[config.mk]
export PLATFORM = sky130hd
export DESIGN_NAME = interrupt_controller
export DESIGN_NICKNAME = d
export VERILOG_FILES = /design/src/rtl/interrupt_controller.sv
export SDC_FILE = /design/constraint.sdc
export NUM_CORES = 1
export LEC_CHECK = 0
export CAP_MARGIN = 10
export CORE_ASPECT_RATIO = 1.5
export CORE_MARGIN = 10
export CORE_UTILIZATION = 30
export CTS_CLUSTER_DIAMETER = 40
export CTS_CLUSTER_SIZE = 25
export DETAILED_ROUTE_END_ITERATION = 10
export GPL_TIMING_DRIVEN = 0
export PLACE_DENSITY = 0.73
export SLEW_MARGIN = 5
export SYNTH_ARGS = -nofsm -noshare
export SYNTH_HDL_FRONTEND = slang
export SYNTH_HIERARCHICAL = 1
export SYNTH_SLANG_ARGS = --single-unit
[constraint.sdc]
create_clock -name clk -period 2.75 [get_ports clk]
set_clock_uncertainty 0.05 [all_clocks]
set_input_delay 0.55 -clock clk [delete_from_list [all_inputs] [get_ports clk]]
set_output_delay 0.55 -clock clk [all_outputs]
set_load 0.01 [all_outputs]
[src/rtl/interrupt_controller.sv]
// Device interrupt front end: synchronises and edge-detects irq lines into pending
// pulses for the CRF, and arbitrates masked pending bits into a req/ack request.

module irq_sync_edge #(
    parameter int SYNC_STAGES = 2
) (
    input  logic clk,
    input  logic rst_n,
    input  logic d,
    output logic evt
);
    logic [SYNC_STAGES-1:0] sync_q;
    logic                   prev_q;

    always_ff @(posedge clk or negedge rst_n) begin
        if (!rst_n) begin
            sync_q <= '0;
            prev_q <= 1'b0;
        end else begin
            sync_q <= {sync_q[SYNC_STAGES-2:0], d};
            prev_q <= sync_q[SYNC_STAGES-1];
        end
    end

    // prev resets low, so a line already high at reset release yields one event
    assign evt = sync_q[SYNC_STAGES-1] & ~prev_q;
endmodule

module interrupt_controller #(
    parameter int          NUM_IRQ     = 16,
    parameter int          SYNC_STAGES = 2,
    parameter logic [31:0] VEC_BASE    = 32'h0000_0200
) (
    input  logic               clk,
    input  logic               rst_n,
    input  logic [NUM_IRQ-1:0] irq_in,
    input  logic               stall,
    output logic [NUM_IRQ-1:0] irq_pulse,
    input  logic [31:0]        interrupt_state,
    output logic               int_req,
    input  logic               int_ack,
    output logic [3:0]         int_index,
    output logic [31:0]        int_vector,
    output logic [31:0]        int_efg,
    input  logic               rfi_in_wb,
    output logic               in_service
);
    typedef enum logic [1:0] {IDLE, REQ, SERVICE} state_t;

    logic [NUM_IRQ-1:0] evt;
    logic [NUM_IRQ-1:0] pending_set;
    logic [NUM_IRQ-1:0] cand;
    logic [NUM_IRQ-1:0] onehot;
    logic [3:0]         win_idx;
    logic [3:0]         cap_idx;
    state_t             state;
    logic               unused_state_hi;

    genvar g;
    generate
        for (g = 0; g < NUM_IRQ; g++) begin : g_line
            irq_sync_edge #(.SYNC_STAGES(SYNC_STAGES)) u_line (
                .clk   (clk),
                .rst_n (rst_n),
                .d     (irq_in[g]),
                .evt   (evt[g])
            );
        end
    endgenerate

    // Held while stalled so the CRF accumulator cannot miss it; a new event wins.
    always_ff @(posedge clk or negedge rst_n) begin
        if (!rst_n) pending_set <= '0;
        else        pending_set <= (pending_set & {NUM_IRQ{stall}}) | evt;
    end

    assign irq_pulse       = pending_set;
    assign cand            = interrupt_state[NUM_IRQ-1:0];
    assign unused_state_hi = ^interrupt_state[31:NUM_IRQ];

    always_comb begin
        win_idx = '0;
        for (int i = NUM_IRQ - 1; i >= 0; i--)
            if (cand[i]) win_idx = 4'(i);
    end

    always_ff @(posedge clk or negedge rst_n) begin
        if (!rst_n) begin
            state      <= IDLE;
            cap_idx    <= '0;
            int_req    <= 1'b0;
            in_service <= 1'b0;
        end else begin
            case (state)
                IDLE: if (|cand) begin
                    cap_idx <= win_idx;
                    int_req <= 1'b1;
                    state   <= REQ;
                end
                REQ: if (int_ack) begin
                    int_req    <= 1'b0;
                    in_service <= 1'b1;
                    state      <= SERVICE;
                end else if (!cand[cap_idx]) begin
                    int_req <= 1'b0;
                    state   <= IDLE;
                end
                SERVICE: if (rfi_in_wb) begin
                    in_service <= 1'b0;
                    state      <= IDLE;
                end
                default: begin
                    int_req    <= 1'b0;
                    in_service <= 1'b0;
                    state      <= IDLE;
                end
            endcase
        end
    end

    assign onehot     = NUM_IRQ'(1) << cap_idx;
    assign int_index  = int_req ? cap_idx : 4'd0;
    assign int_vector = int_req ? VEC_BASE + {26'b0, cap_idx, 2'b00} : 32'd0;
    assign int_efg    = int_req ? {{(32-NUM_IRQ){1'b0}}, onehot} : 32'd0;
endmodule

* After elaboration in Yosys (flattened, before gate mapping)
Cells that the tools add are included.
** Word-level totals
- Flip-flop bits (word level) :: 72
** Cells by class
- $add $sub $neg :: 1
- Magnitude comparators :: 1
- Equality and inequality tests :: 6
- Shifts and indexed selects :: 1
- Mux-type cells :: 33
- Bitwise operators :: 36
- Reductions and logical operators :: 6
** Operator list (number)
- 2-to-1 mux 4 bit :: 17
- inverter 1 bit :: 18
- AND 1 bit :: 16
- AND 16 bit :: 1
- 2-to-1 mux 16 bit :: 1
- OR 16 bit :: 1
- OR reduction 16 bit :: 1
- left shift 1 x 4 -> 16 bit (first input constant) :: 1
- adder 10 x 6 -> 11 bit (first input constant) :: 1
- 2-to-1 mux 11 bit :: 1
- AND reduction 3 bit :: 3
- 2-to-1 mux 2 bit :: 4
- 2-to-1 mux 1 bit :: 6
- != test 2 bit (second input constant) :: 3
- one-hot mux 1 bit (3 select lines) :: 2
- one-hot mux 2 bit (3 select lines) :: 1
- less-than comparator 4 x 5 -> 1 bit (second input constant) :: 1
- binary-select mux 1 bit (select 4 bit) :: 1
- != test 3 bit (second input constant) :: 1
- == test 2 x 1 -> 1 bit (second input constant) :: 1
- == test 2 bit (second input constant) :: 1
- zero test 2 bit :: 1
- AND reduction 2 bit :: 1

* Logic depth before layout (Yosys ltp)
Gate-level depths: netlist of run 1.
- Depth in word-level cells :: 16
- Mapped depth :: 6
- Depth with buffers taken out :: 5

* By module
Netlist of run 1, hierarchy kept.
** Modules (own cells, without submodules)
- interrupt_controller :: instances 1, cells each 185, area each 1681.6 µm²
- irq_sync_edge :: instances 16, cells each 4, area each 88.8 µm²

* Worst setup path after synthesis of run 1
No wires, ideal clock.
- Path kind :: register -> output
- From :: reg int_req
- To :: out int_efg[12]
- Data arrival time :: 1222 ps
- Path slack :: 928 ps
- Stages on the path, launching flop included :: 5
- Path through :: dfrtp_1 -> inv_1 -> nor2_1 -> nand2_1 -> nor3_1
** On the way
- Longest elaborated chain between the ends :: 1
** Ends and longest elaborated chain
- start, declared :: RTL line 40 : output logic int_req,
- start signal, assigned :: RTL line 91 : int_req <= 1'b0;
- start signal, assigned :: RTL line 97 : int_req <= 1'b1;
- start signal, assigned :: RTL line 101 : int_req <= 1'b0;
- 2-to-1 mux 16 bit :: RTL line 124 : assign int_efg = int_req ? {{(32-NUM_IRQ){1'b0}}, onehot} : 32'd0;
- end, declared :: RTL line 44 : output logic [31:0] int_efg,
No other way between the ends.

* Final worst setup path of run 1
Ends and elaborated chain as after synthesis.

==> metrics, run 1 <==
run status completed; Congestion Overflow GR 0; pin count of the biggest net entering global routing 73; fin cells 502; reg-to-reg endpoint int_req; Switching Fraction 0.305; CTS buffer count 9; mux share of post-synthesis cell area 0.0274; CTS H-tree depth 3; commonest non-fill, non-tap cell in the layout clkdlybuf4s50_1; Layout area overhead 43.9%; Clock Power Share 0.317; Seq/Total Area, Yosys 0.581; cts hold-fix bufs 0; type of the worst setup path reg -> out; die area 0.0149 mm²; worst min-delay path class in -> async; setup TNS 0 ns; port bufs 78; Final Cell Area 0.00447 mm²; fin nets 433; CP arrival 2.02 ns; clk sink count 72; n_diodes 0; xor/xnor share of the synthesized area 0; Clk pin slew, worst setup/hold paths 0.06 ns; Synth Warn # 6; CTS root buf clkbuf_16; Slew @ Worst Pin 0.871 ns; P_sw 1.02 mW; combinational share of power 0.300; Simple-Gate Fraction of Synth Area 0.154; Post-DP Area 0.00419 mm²; Wirelength per Cell 14.0 µm; P_leak 2.11 nW; Pwr Density 750 mW/mm²; Flop pwr share 0.383; CTS tree built; gpl congestion 0.801; via count of the first global-routing pass 2225; first drt pass iteration count 4; Synth Area per Inst 12.5 µm²; VDD IR-drop max 283 µV; DP HPWL 5.71 mm; Chip Height 145 µm; Tot Pwr 3.35 mW; crit path time final 2.62 ns; largest cells by area after synthesis dfrtp_1 58%, buf_4 12%, nor2b_4 7.1%, a21o_1 3.9%, nor2_1 2.7%; 1st-iter DRT viols 60; Total GRT Usage 0.0935; Reg2Reg Depth 4; synthesized area 0.00310 mm²; # placed instances 486; top cell type's share of synthesized area 0.581; fin crit share 0.951; Final Setup Violations 0; io pins 139; Hold Fails Final Rpt 0; post-cts resize count 0; total wire length 7.03 mm; vias per cell 4.17; Worst Setup Start Kind register; highest clock rate 0.382 GHz; Reg2Reg Setup Slack 1.24 ns; post-CTS setup buffer count 0; first-pass GRT wire length 10.8 mm; Longest Clk Path Bufs 2; commonest non-fill, non-tap cells in the layout 77 x clkdlybuf4s50_1, 72 x dfrtp_1, 50 x buf_4; crit end category primary output; Rel. slew slack 0.419; combinational family with the most area after synthesis simple AND/OR/NAND/NOR gates; core area 0.0101 mm²; Max-Cap Viols 0; Syn Inst Count 249; Worst Path Max Fanout 7; Worst R2R Start cap_idx[1]; initial antenna violation count 0; Compound-Gate Fraction of Synth Area 0.0996; vias 2091; layout cells sized above 1 0.236; post-synth top area cell dfrtp_1; antenna-violating nets left 0; RSZ-0062 raised after global routing no; Synth cell types 36; Worst Path Required 2.15 ns; Die X 103 µm; DRC Markers 0; Slew Limit Fails 0; Cell Rows 45; Yosys reg bits 72; clk_lat worst skew 0.32 ns; Initial Util 0.306; Int Pwr 2.33 mW; Synth Area in Adders 0
-- metal layers --
layer,up-vias,global-route usage,share of wire
met5,-,0,0
met4,0,0.0419,0.017
met3,11,0.0396,0.11
met2,103,0.153,0.47
met1,973,0.102,0.40
li1,1004,-,-
-- flip-flops by register name (all words and copies together) (netlist names) --
register              cells
g_line.u_line/sync_q     32
g_line.u_line/prev_q     16
irq_pulse                16
cap_idx                   4
state                     2
in_service                1
int_req                   1
-- power by group through the flow --
stage	registers, mW	clock network (mW)	logic, mW
floorplan	1.29	0	0.586
global placement	1.29	0	0.988
detailed placement	1.30	0	1.01
CTS	1.28	1.09	1.01
global route	1.30	1.13	1.10
finish	1.28	1.06	1.01
-- through the flow --
step / hold WS [ns] / util / setup slack [ns]
floorplan: 0.204 / - / 0.928
global placement: 0.282 / 0.413 / -1.17
detailed placement: 0.285 / 0.413 / 0.482
CTS: 0.298 / 0.441 / 0.116
global route: 0.302 / 0.441 / 0.0261
finish: 0.296 / 0.441 / 0.134
-- synth_stat cells --
cell / count
a22oi_1: 1
o31ai_1: 1
a21oi_1: 7
o31a_1: 2
nor2b_1: 2
o21ai_4: 1
o41ai_2: 1
a22oi_2: 1
clkbuf_1: 2
nor3_1: 5
nor4_1: 3
o2111ai_2: 1
dfrtp_1: 72
a211oi_1: 1
buf_6: 2
and2_1: 2
a21o_1: 16
mux4_2: 2
conb_1: 1
nor2b_4: 16
o21ai_0: 3
o2111ai_1: 1
o211ai_1: 1
a32oi_1: 1
inv_1: 7
o21bai_1: 1
nor3b_1: 1
mux2i_1: 4
nand2b_1: 5
nand3b_1: 1
nor2_1: 22
nand3_1: 3
a31oi_1: 1
nand2_1: 9
nor4_2: 1
buf_4: 49
-- worst max-delay path by stage --
stage / cells after the start / end / slack, ns / from
after CTS: 5 / int_efg[12] / 0.12 / int_req
after global placement: 1 / g_line[12].u_line/sync_q[0] / -1.17 / rst_n
after floorplan: 4 / int_efg[12] / 0.93 / int_req
after global routing: 5 / int_efg[12] / 0.03 / int_req
final: 5 / int_efg[12] / 0.13 / int_req
after detailed placement: 5 / int_efg[12] / 0.48 / int_req
-- cell type report --
class	instances	area, µm²
plain buffers	53	398
clock buffers	9	225
clock inverters	7	55.1
fillers	952	5670
inverters	7	26.3
multi-input cells	159	1030
flip-flops and latches	72	1800
well taps	117	146
repair buffers	78	778
-- critical path, stage by stage, from the launching register on --
cell and delay, ns:
dfrtp_1 0.45, inv_1 0.13, nor2_1 0.23, nand2_1 0.16, nor3_1 0.15, clkdlybuf4s50_1 0.57
-- cell families (layout without fill, tap and decap cells) --
kind of cell / count (synthesis) / count (layout)
flip-flops: 72 / 72
AO/OA/AOI/OAI: 40 / 40
other: 1 / 43
AND/OR/NAND/NOR: 70 / 70
buffers and inverters: 60 / 154
multiplexers: 6 / 6
Power figures use the tool's default switching activity.
==> run 2: changes to the inputs <==
--- a/config.mk
+++ b/config.mk
@@ -13,7 +13,7 @@
 export CTS_CLUSTER_SIZE = 25
 export DETAILED_ROUTE_END_ITERATION = 10
 export GPL_TIMING_DRIVEN = 0
-export PLACE_DENSITY = 0.73
+export PLACE_DENSITY = 0.57
 export SLEW_MARGIN = 5
 export SYNTH_ARGS = -nofsm -noshare
 export SYNTH_HDL_FRONTEND = slang
==> run 2 against run 1 <==
Combinational power barely moved. Die area stayed put. Routed wire length grew 2.8%. Count of clock-buffer cells in the layout rose by 5. Sequential power barely moved. Register-to-register slack hardly changed. Clock power hardly changed. Critical endpoint is now int_efg[14]. Largest cell class unchanged. Largest power group unchanged.
==> metrics, run 2 (synthesized netlist as in run 1, its figures left out) <==
Int Pwr 2.38 mW (was 2.33 mW); vias per cell 4.17 (about the same); die area 0.0149 mm² (unchanged); run status completed (unchanged); Chip Height 145 µm (unchanged); Max-Cap Viols 0 (unchanged); Congestion Overflow GR 0 (unchanged); CTS buffer count 9 (unchanged); port bufs 78 (unchanged); total wire length 7.23 mm (was 7.03 mm); post-CTS setup buffer count 0 (unchanged); combinational share of power 0.303 (was 0.300); commonest non-fill, non-tap cell in the layout clkdlybuf4s50_1 (unchanged); flip-flop count of the largest register after layout 32 (unchanged); CTS H-tree depth 3 (unchanged); Final Setup Violations 0 (unchanged); vias 2097 (was 2091); clk sink count 72 (unchanged); RSZ-0062 raised after global routing no (unchanged); Flop pwr share 0.382 (was 0.383); DRC Markers 0 (unchanged); Slew @ Worst Pin 0.634 ns (was 0.871 ns); CP max stage cell clkdlybuf4s50_1 (unchanged); Wirelength per Cell 14.4 µm (was 14.0 µm); Fillers 938 (was 952); Final Cell Area 0.00449 mm² (was 0.00447 mm²); P_sw 0.985 mW (was 1.02 mW); CTS root buf clkbuf_16 (unchanged); n_diodes 0 (unchanged); crit path time final 2.60 ns (was 2.62 ns); 1st-iter DRT viols 43 (was 60); Post-DP Area 0.00421 mm² (was 0.00419 mm²); core area 0.0101 mm² (unchanged); layout cells sized above 1 0.233 (was 0.236); Worst Path Required 2.15 ns (about the same); Worst Path Max Fanout 7 (unchanged); first-pass GRT wire length 11.7 mm (was 10.8 mm); Switching Fraction 0.293 (was 0.305); highest clock rate 0.385 GHz (was 0.382 GHz); Cell Chain, Critical Path inv_1 -> nor2_2 -> nand2_1 -> nor2_1 -> clkdlybuf4s50_1 (was inv_1 -> nor2_1 -> nand2_1 -> nor3_1 -> clkdlybuf4s50_1); Hold Fails Final Rpt 0 (unchanged); Longest Clk Path Bufs 2 (unchanged); worst min-delay path class in -> async (unchanged); crit end category primary output (unchanged); Slew Limit Fails 0 (unchanged); Clk pin slew, worst setup/hold paths 0.05 ns (was 0.06 ns); DP HPWL 5.80 mm (was 5.71 mm); io pins 139 (unchanged); Die X 103 µm (unchanged); type of the worst setup path reg -> out (unchanged); initial antenna violation count 0 (unchanged); clk_lat worst skew 0.32 ns (about the same); hold_ws 0.0849 ns (was 0.296 ns); VDD IR-drop max 261 µV (was 283 µV); Cell Rows 45 (unchanged); first drt pass iteration count 4 (unchanged); cts hold-fix bufs 0 (unchanged); crit-path max cell delay 0.57 ns (about the same); pin count of the biggest net entering global routing 49 (was 73); Total GRT Usage 0.102 (was 0.0935); Initial Util 0.306 (unchanged); Rel. slew slack 0.573 (was 0.419); antenna-violating nets left 0 (unchanged); Largest Register g_line.u_line/sync_q (unchanged); fin nets 434 (was 433); Clock Power Share 0.314 (was 0.317); Worst Setup Start Kind register (unchanged); gpl congestion 0.809 (was 0.801); Pwr Density 748 mW/mm² (was 750 mW/mm²); via count of the first global-routing pass 2387 (was 2225); Layout area overhead 44.8% (was 43.9%); fin crit share 0.944 (was 0.951); CP arrival 2.00 ns (was 2.02 ns); P_leak 2.13 nW (was 2.11 nW); commonest non-fill, non-tap cells in the layout 77 x clkdlybuf4s50_1, 72 x dfrtp_1, 50 x buf_4 (unchanged); post-cts resize count 0 (unchanged); CTS tree built (unchanged)
run 2: cell count changes in the layout (fill, tap and decap cells not counted), sizes merged:
cell | previous run | this run
buf | 52 | 53
clkbuf | 11 | 16
clkinvlp | 2 | 0
inv | 10 | 7
run 2: critical path, delay by kind of cell, from the launching register on:
family | cells | cell delay, ns
buf+inv | 2 | 0.69
flops | 1 | 0.46
simple gates | 3 | 0.53
run 2: routing by layer:
| layer | global-route usage | part of all wire | wire length [µm] |
|---|---|---|---|
| met1 | 0.105 | 0.38 | 2730 |
| met5 | 0 | 0 | 0 |
| met2 | 0.159 | 0.48 | 3440 |
| met4 | 0.0595 | 0.029 | 213 |
| met3 | 0.0559 | 0.12 | 846 |
run 2: cell type report:
type                       count  area [µm²]  share of cell area
clock buffer                  14         264              0.0588
sequential                    72        1800               0.401
clock inverter                 2        13.8             0.00306
tap                          117         146              0.0326
buffer                        53         398              0.0886
timing repair buffer          79         806               0.179
multi-input combinational    159        1040               0.231
inverter                       7        26.3             0.00585
run 2: path summary, 6_finish.rpt:
path                       slack, ns                           to  depth (start not counted)                  startpoint
max                             0.15                  int_efg[14]                          5                     int_req
min                             0.08   g_line[4].u_line/sync_q[0]                          1                       rst_n
max reg2reg                     1.24                      int_req                          3                  cap_idx[0]
min reg2reg                     0.30   g_line[0].u_line/sync_q[1]                          0  g_line[0].u_line/sync_q[0]
max in group asynchronous       2.03  g_line[12].u_line/sync_q[0]                          2                       rst_n
min in group clk                0.30   g_line[0].u_line/sync_q[1]                          0  g_line[0].u_line/sync_q[0]
run 2: metrics by stage:
stage	utilization	TNS, ns	cells	worst slack (ns)	power [mW]
after floorplan	-	0	291	0.928	1.88
after global placement	0.413	-98.37	486	-1.37	2.31
after detailed placement	0.416	0	487	0.274	2.33
after CTS	0.443	0	503	0.00814	3.40
after global routing	0.443	0	503	0.0322	3.56
final	0.443	0	503	0.154	3.36
run 2: power groups by stage:
stage	clock network, mW	logic [mW]	registers [mW]
floorplan	0	0.586	1.29
global placement	0	1.01	1.30
detailed placement	0	1.02	1.30
CTS	1.09	1.03	1.29
global route	1.14	1.12	1.31
finish	1.06	1.02	1.29
